<file path="src/rtl/leve1_csr_exec_if.sv">
// ---------------------------------------------------------------------------
// leve1_csr_exec_if
// Bundle between the Zicsr execute stage, its upstream decoder, the CSR
// register file and writeback.
//
// Signal groups (XLEN = data width, 64 by default):
//   request   : REQ_VALID, REQ_READY, REQ_OP[2:0], REQ_CSR[11:0],
//               REQ_RS1_DATA[XLEN], REQ_RS1[4:0], REQ_RD[4:0], REQ_MODE[1:0]
//   CSR read  : CSR_RA[11:0] -> CSR_RDATA[XLEN] (registered, one cycle later)
//   CSR write : CSR_WCMD[1:0], CSR_WA[11:0], CSR_WD[XLEN]
//   writeback : WB_VALID, WB_RD[4:0], WB_DATA[XLEN], WB_ILLEGAL, RETIRE
//
// Modports:
//   slave  - the execute stage itself
//   master - the environment (decoder, CSR file, writeback)
// ---------------------------------------------------------------------------
interface leve1_csr_exec_if #(
  parameter int XLEN = 64
);
  logic            REQ_VALID;
  logic            REQ_READY;
  logic [2:0]      REQ_OP;
  logic [11:0]     REQ_CSR;
  logic [XLEN-1:0] REQ_RS1_DATA;
  logic [4:0]      REQ_RS1;
  logic [4:0]      REQ_RD;
  logic [1:0]      REQ_MODE;

  logic [11:0]     CSR_RA;
  logic [XLEN-1:0] CSR_RDATA;
  logic [1:0]      CSR_WCMD;
  logic [11:0]     CSR_WA;
  logic [XLEN-1:0] CSR_WD;

  logic            WB_VALID;
  logic [4:0]      WB_RD;
  logic [XLEN-1:0] WB_DATA;
  logic            WB_ILLEGAL;
  logic            RETIRE;

  modport slave (
    input  REQ_VALID, REQ_OP, REQ_CSR, REQ_RS1_DATA, REQ_RS1, REQ_RD, REQ_MODE,
    input  CSR_RDATA,
    output REQ_READY,
    output CSR_RA, CSR_WCMD, CSR_WA, CSR_WD,
    output WB_VALID, WB_RD, WB_DATA, WB_ILLEGAL, RETIRE
  );

  modport master (
    output REQ_VALID, REQ_OP, REQ_CSR, REQ_RS1_DATA, REQ_RS1, REQ_RD, REQ_MODE,
    output CSR_RDATA,
    input  REQ_READY,
    input  CSR_RA, CSR_WCMD, CSR_WA, CSR_WD,
    input  WB_VALID, WB_RD, WB_DATA, WB_ILLEGAL, RETIRE
  );
endinterface

</file>
<file path="src/rtl/leve1_csr_exec.sv">
// ---------------------------------------------------------------------------
// leve1_csr_exec
// Execute stage for Zicsr instructions (CSRRW/RS/RC and the immediate forms).
// One op is accepted in IDLE, the old CSR value is read in RD (the CSR file
// answers one cycle later), and in EX the merged value is written back to the
// CSR file while the old value goes to writeback. One op per three cycles.
//
// Ports:
//   CLK  - clock, all flops on posedge
//   RST  - asynchronous, active-high reset
//   bus  - leve1_csr_exec_if.slave (request, CSR read/write, writeback)
//
// Configuration:
//   LEVE1_CSR_EXEC_PRIV_CHECK_EN - when defined, an op whose captured privilege
//   mode is below the CSR's minimum privilege (csr[9:8]) is illegal, reads
//   included. Undefined: the mode is captured but not used.
// ---------------------------------------------------------------------------
module leve1_csr_exec #(
  parameter int XLEN = 64
) (
  input  logic              CLK,
  input  logic              RST,
  leve1_csr_exec_if.slave   bus
);

  localparam logic [1:0] CSR_NONE  = 2'b00;
  localparam logic [1:0] CSR_WRITE = 2'b01;

  typedef enum logic [1:0] {
    IDLE = 2'd0,
    RD   = 2'd1,
    EX   = 2'd2
  } state_e;

  typedef struct packed {
    logic [2:0]      op;
    logic [11:0]     csr;
    logic [XLEN-1:0] rs1data;
    logic [4:0]      rs1;
    logic [4:0]      rd;
    logic [1:0]      mode;
  } op_t;

  state_e state_q, state_d;
  op_t    op_q, op_d;

  // ---------------------------------------------------------------------------
  // State and captured op
  // ---------------------------------------------------------------------------
  // NOTE: sequential state uses non-blocking assignments so every flop samples
  // the pre-edge value of every other flop, independent of statement order.
  always_ff @(posedge CLK or posedge RST) begin
    if (RST) begin
      state_q <= IDLE;
      op_q    <= '0;
    end else begin
      state_q <= state_d;
      op_q    <= op_d;
    end
  end

  // NOTE: every variable written in an always_comb gets a default first, so no
  // path through the case statement can leave it unassigned and infer a latch.
  always_comb begin
    state_d = state_q;
    op_d    = op_q;
    case (state_q)
      IDLE: begin
        if (bus.REQ_VALID) begin
          op_d.op      = bus.REQ_OP;
          op_d.csr     = bus.REQ_CSR;
          op_d.rs1data = bus.REQ_RS1_DATA;
          op_d.rs1     = bus.REQ_RS1;
          op_d.rd      = bus.REQ_RD;
          op_d.mode    = bus.REQ_MODE;
          state_d      = RD;
        end
      end
      RD:      state_d = EX;
      EX:      state_d = IDLE;
      default: state_d = IDLE;
    endcase
  end

  // ---------------------------------------------------------------------------
  // Datapath: operand select, merge, legality
  // ---------------------------------------------------------------------------
  logic [XLEN-1:0] src;
  logic [XLEN-1:0] old_val;
  logic [XLEN-1:0] merged;
  logic            legal_op;
  logic            do_wr;
  logic            priv_fail;
  logic            illegal;

`ifdef LEVE1_CSR_EXEC_PRIV_CHECK_EN
  assign priv_fail = (op_q.mode < op_q.csr[9:8]);
`else
  logic unused_mode;
  assign unused_mode = ^op_q.mode;
  assign priv_fail   = 1'b0;
`endif

  always_comb begin
    // funct3[2] selects the 5-bit zimm, always zero-extended to XLEN.
    src     = op_q.op[2] ? {{(XLEN-5){1'b0}}, op_q.rs1} : op_q.rs1data;
    old_val = bus.CSR_RDATA;
    case (op_q.op[1:0])
      2'b01:   merged = src;
      2'b10:   merged = old_val | src;
      2'b11:   merged = old_val & ~src;
      default: merged = '0;
    endcase
    // funct3 low bits 00 covers both reserved encodings 000 and 100.
    legal_op = (op_q.op[1:0] != 2'b00);
    // Set/clear with x0 / zimm 0 is a pure read and must not write.
    do_wr    = (op_q.op[1:0] == 2'b01) || (op_q.rs1 != 5'd0);
    illegal  = !legal_op || (do_wr && (op_q.csr[11:10] == 2'b11)) || priv_fail;
  end

  // ---------------------------------------------------------------------------
  // Outputs
  // ---------------------------------------------------------------------------
  always_comb begin
    bus.REQ_READY  = (state_q == IDLE) && !RST;
    bus.CSR_RA     = op_q.csr;
    bus.CSR_WA     = op_q.csr;
    bus.CSR_WD     = merged;
    bus.WB_RD      = op_q.rd;
    bus.CSR_WCMD   = CSR_NONE;
    bus.WB_VALID   = 1'b0;
    bus.WB_ILLEGAL = 1'b0;
    bus.WB_DATA    = '0;
    bus.RETIRE     = 1'b0;
    if (state_q == EX) begin
      bus.WB_VALID   = 1'b1;
      bus.WB_ILLEGAL = illegal;
      if (!illegal) begin
        bus.WB_DATA  = old_val;
        bus.RETIRE   = 1'b1;
        bus.CSR_WCMD = do_wr ? CSR_WRITE : CSR_NONE;
      end
    end
  end

endmodule

</file>
<file path="src/flat_wrapper.sv">
// flat-port wrapper written by rule: the top's interface ports become plain ports
module leve1_csr_exec_flat 
#(
  parameter int XLEN = 64
)
  (CLK, RST, bus_REQ_VALID, bus_REQ_OP, bus_REQ_CSR, bus_REQ_RS1_DATA, bus_REQ_RS1, bus_REQ_RD, bus_REQ_MODE, bus_CSR_RDATA, bus_REQ_READY, bus_CSR_RA, bus_CSR_WCMD, bus_CSR_WA, bus_CSR_WD, bus_WB_VALID, bus_WB_RD, bus_WB_DATA, bus_WB_ILLEGAL, bus_RETIRE);
  leve1_csr_exec_if #(.XLEN(XLEN)) bus_i ();
  input  logic CLK;
  input  logic RST;
  input wire logic [$bits(bus_i.REQ_VALID)-1:0] bus_REQ_VALID;
  input wire logic [$bits(bus_i.REQ_OP)-1:0] bus_REQ_OP;
  input wire logic [$bits(bus_i.REQ_CSR)-1:0] bus_REQ_CSR;
  input wire logic [$bits(bus_i.REQ_RS1_DATA)-1:0] bus_REQ_RS1_DATA;
  input wire logic [$bits(bus_i.REQ_RS1)-1:0] bus_REQ_RS1;
  input wire logic [$bits(bus_i.REQ_RD)-1:0] bus_REQ_RD;
  input wire logic [$bits(bus_i.REQ_MODE)-1:0] bus_REQ_MODE;
  input wire logic [$bits(bus_i.CSR_RDATA)-1:0] bus_CSR_RDATA;
  output wire logic [$bits(bus_i.REQ_READY)-1:0] bus_REQ_READY;
  output wire logic [$bits(bus_i.CSR_RA)-1:0] bus_CSR_RA;
  output wire logic [$bits(bus_i.CSR_WCMD)-1:0] bus_CSR_WCMD;
  output wire logic [$bits(bus_i.CSR_WA)-1:0] bus_CSR_WA;
  output wire logic [$bits(bus_i.CSR_WD)-1:0] bus_CSR_WD;
  output wire logic [$bits(bus_i.WB_VALID)-1:0] bus_WB_VALID;
  output wire logic [$bits(bus_i.WB_RD)-1:0] bus_WB_RD;
  output wire logic [$bits(bus_i.WB_DATA)-1:0] bus_WB_DATA;
  output wire logic [$bits(bus_i.WB_ILLEGAL)-1:0] bus_WB_ILLEGAL;
  output wire logic [$bits(bus_i.RETIRE)-1:0] bus_RETIRE;
  assign bus_i.REQ_VALID = bus_REQ_VALID;
  assign bus_i.REQ_OP = bus_REQ_OP;
  assign bus_i.REQ_CSR = bus_REQ_CSR;
  assign bus_i.REQ_RS1_DATA = bus_REQ_RS1_DATA;
  assign bus_i.REQ_RS1 = bus_REQ_RS1;
  assign bus_i.REQ_RD = bus_REQ_RD;
  assign bus_i.REQ_MODE = bus_REQ_MODE;
  assign bus_i.CSR_RDATA = bus_CSR_RDATA;
  assign bus_REQ_READY = bus_i.REQ_READY;
  assign bus_CSR_RA = bus_i.CSR_RA;
  assign bus_CSR_WCMD = bus_i.CSR_WCMD;
  assign bus_CSR_WA = bus_i.CSR_WA;
  assign bus_CSR_WD = bus_i.CSR_WD;
  assign bus_WB_VALID = bus_i.WB_VALID;
  assign bus_WB_RD = bus_i.WB_RD;
  assign bus_WB_DATA = bus_i.WB_DATA;
  assign bus_WB_ILLEGAL = bus_i.WB_ILLEGAL;
  assign bus_RETIRE = bus_i.RETIRE;
  leve1_csr_exec #(.XLEN(XLEN)) u_core (.CLK(CLK), .RST(RST), .bus(bus_i));
endmodule
</file>
<file path="config.mk">
export PLATFORM = sky130hd
export DESIGN_NAME = leve1_csr_exec_flat
export DESIGN_NICKNAME = d
export VERILOG_FILES = /design/src/rtl/leve1_csr_exec_if.sv /design/src/rtl/leve1_csr_exec.sv /design/src/flat_wrapper.sv
export SDC_FILE = /design/constraint.sdc
export NUM_CORES = 1
export LEC_CHECK = 0
export CORE_AREA = 2 2 124 126
export DETAILED_ROUTE_END_ITERATION = 8
export DIE_AREA = 0 0 126 128
export HOLD_SLACK_MARGIN = 0.15
export PLACE_DENSITY_LB_ADDON = 0.12
export SLEW_MARGIN = 20
export SYNTH_ARGS = -nofsm -noshare
export SYNTH_HDL_FRONTEND = slang
export SYNTH_SLANG_ARGS = --single-unit
</file>
<file path="constraint.sdc">
create_clock -name CLK -period 7.7 [get_ports CLK]
set_clock_uncertainty 0.15 [all_clocks]
set_input_delay 0.77 -clock CLK [delete_from_list [all_inputs] [get_ports CLK]]
set_output_delay 0.77 -clock CLK [all_outputs]
set_load 0.05 [all_outputs]
</file>
==> results of run 1 <==
## power by group through the flow
stage | Clock, mW | Sequential [mW] | Combinational, mW
2_1_floorplan | 0 | 0.664 | 1.29
4_1_cts | 0.551 | 0.740 | 1.71
3_5_place_dp | 0 | 0.749 | 1.70
5_1_grt | 0.570 | 0.761 | 1.79
3_3_place_gp | 0 | 0.740 | 1.68
6_report | 0.541 | 0.738 | 1.70
## cell families after synthesis
group | Yosys count
compound gates | 124
buf+inv | 117
flops | 91
mux | 100
other cells | 1
simple gates | 204
## how the worst min path moves through the flow
stage | endpoint | slack [ns] | depth (start not counted)
after floorplan | u_core.state_q[1] | 0.29 | 1
after CTS | u_core.state_q[1] | 0.35 | 1
after global placement | u_core.state_q[1] | 0.33 | 1
after global routing | u_core.state_q[1] | 0.37 | 1
after detailed placement | u_core.state_q[1] | 0.34 | 1
final | u_core.state_q[1] | 0.34 | 1
## synthesized netlist by cell type (2+ instances only)
library cell / instances / area, µm²
clkbuf_2: 2 / 10.0
mux2i_1: 37 / 370
a31o_2: 5 / 43.8
and3_1: 58 / 363
nand2_1: 58 / 218
buf_8: 4 / 60.1
and3_2: 6 / 45.0
buf_1: 3 / 11.3
o211ai_1: 27 / 203
clkbuf_1: 37 / 139
and2_1: 4 / 25.0
a21oi_1: 37 / 185
buf_2: 13 / 65.1
nor3_1: 2 / 10.0
o21ai_0: 27 / 135
nand2b_1: 34 / 213
inv_1: 27 / 101
nor3b_1: 34 / 255
mux2_2: 63 / 709
o31ai_1: 26 / 195
nor2b_1: 4 / 25.0
buf_4: 30 / 225
dfrtp_1: 91 / 2280
## flip-flops by register name, indices dropped and copies added (netlist names)
name	flops
u_core.bus.CSR_RA	12
u_core.bus.WB_RD	5
u_core.op_q	72
u_core.state_q	2
## critical path: stages, from the launching register on
cell	delay, ns
dfrtp_4	1.09
nor2b_1	0.21
o31ai_4	0.94
buf_4	0.46
and3_2	0.24
clkdlybuf4s50_1	0.83
## layer usage
layer,global-route usage,vias to the layer above,part of all wire
met5,0,-,0
met3,0.0659,23,0.081
li1,-,2700,-
met2,0.396,225,0.49
met4,0.0769,0,0.020
met1,0.271,2649,0.41
## metrics by stage
stage | setup WS (ns) | instances | hold slack [ns] | util
6_report | 2.63 | 1076 | 0.344 | 0.624
4_1_cts | 2.63 | 1075 | 0.346 | 0.624
2_1_floorplan | 4.05 | 637 | 0.292 | -
3_5_place_dp | 3.00 | 1059 | 0.338 | 0.600
5_1_grt | 2.41 | 1076 | 0.370 | 0.624
3_3_place_gp | 3.05 | 1059 | 0.330 | 0.600
## cell type report
cell class	count	area (µm²)	share of cell area
sequential	91	2280	0.246
clock inverter	5	125	0.0135
inverter	27	104	0.0112
multi-input combinational	429	3070	0.331
timing repair buffer	324	3230	0.348
tap	188	235	0.0253
antenna	1	2.50	0.000270
clock buffer	11	233	0.0251
==> flow_metrics.tcl, run 1 <==
set metrics [dict create \
    dp_hpwl_um 13500 \
    drc 0 \
    drv_cap 0 \
    synth_nets 795 \
    status "finished, final reports clean" \
    ios 321 \
    holdCritPathClass "flip-flop to flip-flop" \
    r2r_start "u_core.state_q[1]" \
    synth-seq-cells 91 \
    clockBufferDepth 2 \
    r2r_setup_slack_ns 5.66 \
    vias 5597 \
    ir_worst_vdd_v 0.000171 \
    first_pass_iters 5 \
    synth_compound_area_frac 0.133 \
    wl_um 19100 \
    grt_pass1_wl_um 29400 \
    crit_required_ns 6.78 \
    synth_xor_area_frac 0 \
    powerDensity_nw_per_um2 321 \
    ff2ff_path_depth 3 \
    syn_to_final_growth_pct 55.7 \
    async_flop_share 1.00 \
    drtAntennaViolNets 0 \
    drt-initial-drc-count 288 \
    power_mw 2.98 \
    synthAdderAreaFrac 0 \
    synth_ff_type "dfrtp_1" \
    core_um2 14900 \
    crit_start "u_core.op_q[89]" \
    grt_usage 0.228 \
    p_int_mw 1.58 \
    grt_max_degree 80 \
    final_net_count 1040 \
    cts_root_buf "clkbuf_16" \
    avgSynthCellArea_um2 9.36 \
    clkTransAtPathRegs_ns 0.06 \
    p_leak_nw 3.85 \
    synth-simple-area-share 0.199 \
    grt_pass1_vias 5499 \
    gp_congestion 0.810 \
    cts_resized 0 \
    syn_inst 637 \
    cp-start-kind "flip-flop" \
    cts_setup_buffers 0 \
    rsz0062_at_grt "false" \
    period_share 0.658 \
    cts_htree_levels 3 \
    die_x_um 126 \
    finalInstanceArea_um2 9280 \
    hp-start "u_core.state_q[1]" \
    p_comb_frac 0.571 \
    crit_path_end "bus_WB_DATA[3]" \
    synth_edf_count 0 \
    row_count 45 \
    critical_path.endpoint_type "output port" \
    yosysWarningCount 0 \
    finalHoldViolations 0 \
    antenna_found_initial 1 \
    cts_made_buffers 9 \
    arrival_ns 4.15 \
    grt-ovfl-total 0 \
    swShare 0.469 \
    cts_tree "done" \
    setup_viol 0 \
    tns_ns 0 \
    reg2reg_to "u_core.bus.CSR_RA[0]" \
    fillerInstances 1250 \
    worstMarginPinSlew_ns 1.07 \
    place_area_um2 8920 \
    slew_headroom 0.287 \
    p_seq_frac 0.248 \
    synth_cell_type_count 31 \
    postCtsHoldBufs 0 \
    io_buffer_count 317 \
    start_util 0.401 \
    fmax_mhz 197 \
    synth_mux_area_frac 0.181 \
    cts.sinks 91 \
    dieArea_um2 16100 \
    final_common_cell "clkdlybuf4s50_1" \
    clk_latency_ns 0.33 \
    drive_above_1_share 0.117 \
    clock_power_share 0.182 \
    netlist_area_um2 5960 \
    die_h_um 128 \
    final_cell_mix "317 x clkdlybuf4s50_1, 89 x dfrtp_1, 63 x mux2_2" \
    maxSlewViolCount 0 \
    viasPerCell 5.20 \
    worstSetupPathType "flip-flop to output port" \
    yosysSeqAreaShare 0.382 \
    crit_path_max_fanout 70 \
    synth_top_family_by_area "simple AND/OR/NAND/NOR gates" \
    wl_per_cell_um 17.7 \
    switching_power_mw 1.40 \
    period_minus_slack_ns 5.07 \
]
(Power assumes the default switching activity.)
==> inputs of run 2 (changes only) <==
--- a/config.mk
+++ b/config.mk
@@ -5,9 +5,8 @@
 export SDC_FILE = /design/constraint.sdc
 export NUM_CORES = 1
 export LEC_CHECK = 0
-export CORE_AREA = 2 2 124 126
+export CORE_UTILIZATION = 40
 export DETAILED_ROUTE_END_ITERATION = 8
-export DIE_AREA = 0 0 126 128
 export HOLD_SLACK_MARGIN = 0.15
 export PLACE_DENSITY_LB_ADDON = 0.12
 export SLEW_MARGIN = 20
==> constraint.sdc (replaced) <==
create_clock -name CLK -period 4.97 [get_ports CLK]
set_clock_uncertainty 0.15 [all_clocks]
set_input_delay 0.497 -clock CLK [delete_from_list [all_inputs] [get_ports CLK]]
set_output_delay 0.497 -clock CLK [all_outputs]
set_load 0.05 [all_outputs]
==> run 2 against run 1 <==
Clock-buffer cell count is 2 lower; setup slack worse by 1.8 ns; via count is 1.0% higher; hold slack better by 0.0096 ns; core utilization is 1.0 points higher; first-iteration DRC count is 1.7% higher; global-route usage is 1.9 points higher; routed wire length is 1.9% higher; non-clock buffer count is 3 higher; critical endpoint is now bus_CSR_WD[24].
==> flow_metrics.tcl, run 2 (synthesis results as in run 1) <==
set metrics [dict create \
    row_count 44 \
    grt_usage 0.247 \
    crit_required_ns 4.32 \
    p_seq_frac 0.254 \
    cts_setup_buffers 0 \
    cts.sinks 91 \
    period_share 0.822 \
    period_minus_slack_ns 4.09 \
    crit_slowest_cell "clkdlybuf4s50_1" \
    die_x_um 124 \
    first_pass_iters 4 \
    viasPerCell 5.26 \
    switching_power_mw 2.20 \
    cts_htree_levels 3 \
    powerDensity_nw_per_um2 484 \
    rsz0062_at_grt "false" \
    p_int_mw 2.26 \
    drtAntennaViolNets 0 \
    utilization 0.634 \
    gp_congestion 0.774 \
    final_cell_mix "317 x clkdlybuf4s50_1, 89 x dfrtp_1, 63 x mux2_2" \
    critical_path.endpoint_type "output port" \
    critPathTopFamily "buffers and inverters" \
    arrival_ns 3.44 \
    drv_cap 0 \
    drive_above_1_share 0.121 \
    finalHoldViolations 0 \
    maxSlewViolCount 0 \
    io_buffer_count 317 \
    status "finished, final reports clean" \
    postCtsHoldBufs 0 \
    cp-start-kind "flip-flop" \
    largest_register "u_core.op_q" \
    ios 321 \
    clockBufferDepth 2 \
    drc 0 \
    final_net_count 1043 \
    diodes 0 \
    ir_worst_vdd_v 0.000234 \
    fmax_mhz 245 \
    grt-ovfl-total 0 \
    p_leak_nw 3.83 \
    crit_path_max_fanout 48 \
    grt_max_degree 89 \
    largest_reg_flops 72 \
    core_um2 14500 \
    start_util 0.410 \
    crit_path_cell_trace "nand2b_1 > and2_1 > o31ai_1 > clkdlybuf4s50_1" \
    tns_ns 0 \
    wl_per_cell_um 18.1 \
    wl_um 19400 \
    worstSetupPathType "flip-flop to output port" \
    antenna_found_initial 0 \
    swShare 0.494 \
    grt_pass1_vias 5585 \
    cpPeakStageDelay_ns 0.89 \
    drt-initial-drc-count 293 \
    worstMarginPinSlew_ns 1.11 \
    dp_hpwl_um 13800 \
    die_h_um 124 \
    setup_viol 0 \
    p_comb_frac 0.595 \
    cts_tree "done" \
    dieArea_um2 15400 \
    final_common_cell "clkdlybuf4s50_1" \
    slew_headroom 0.260 \
    fillerInstances 1198 \
    clk_latency_ns 0.34 \
    clkTransAtPathRegs_ns 0.07 \
    syn_to_final_growth_pct 54.7 \
    clock_power_share 0.150 \
    path_buf_inv 1 \
    cts_made_buffers 9 \
    grt_pass1_wl_um 28800 \
    cts_resized 0 \
    holdCritPathClass "flip-flop to flip-flop" \
    vias 5653 \
    cts_root_buf "clkbuf_16" \
]
-- run 2: path summary, 6_finish.rpt --
check	cells after the start	to	startpoint	slack (ns)
max	4	bus_CSR_WD[24]	u_core.op_q[89]	0.88
min	1	u_core.state_q[1]	u_core.state_q[1]	0.35
max reg2reg	3	u_core.op_q[15]	u_core.state_q[1]	2.77
min reg2reg	1	u_core.state_q[1]	u_core.state_q[1]	0.35
max in group asynchronous	3	u_core.op_q[56]	RST	3.18
min in group asynchronous	2	u_core.bus.CSR_RA[4]	RST	0.49
-- run 2: layer usage --
layer	share of wire	wire length, µm	track usage
met1	0.40	7720	0.289
met2	0.50	9650	0.423
met3	0.083	1610	0.0659
met4	0.023	444	0.103
met5	0	0	0
-- run 2: stage by stage --
| stage | worst slack, ns | hold WS [ns] | instance area (µm²) | total power [mW] | instances |
|---|---|---|---|---|---|
| 6_report | 0.883 | 0.353 | 9220 | 4.46 | 1074 |
| 4_1_cts | 0.820 | 0.360 | 9220 | 4.50 | 1074 |
| 2_1_floorplan | 1.59 | 0.292 | 5960 | 3.03 | 637 |
| 3_5_place_dp | 1.19 | 0.349 | 8940 | 3.81 | 1058 |
| 3_3_place_gp | 1.18 | 0.329 | 8940 | 3.76 | 1058 |
| 5_1_grt | 0.702 | 0.385 | 9220 | 4.69 | 1074 |
-- run 2: layout make-up --
type / count / area (µm²) / area share
Tap cell: 184 / 230 / 0.0250
Sequential cell: 91 / 2280 / 0.248
Multi-Input combinational cell: 429 / 3070 / 0.333
Clock inverter: 7 / 58.8 / 0.00638
Timing Repair Buffer: 327 / 3250 / 0.352
Inverter: 27 / 104 / 0.0113
Clock buffer: 9 / 225 / 0.0244
-- run 2: power groups by stage --
stage               combinational [mW]  clock, mW  sequential [mW]
floorplan                         2.00          0             1.03
CTS                               2.67      0.691             1.13
global placement                  2.63          0             1.13
detailed placement                2.66          0             1.15
finish                            2.66      0.671             1.14
global route                      2.80      0.723             1.17
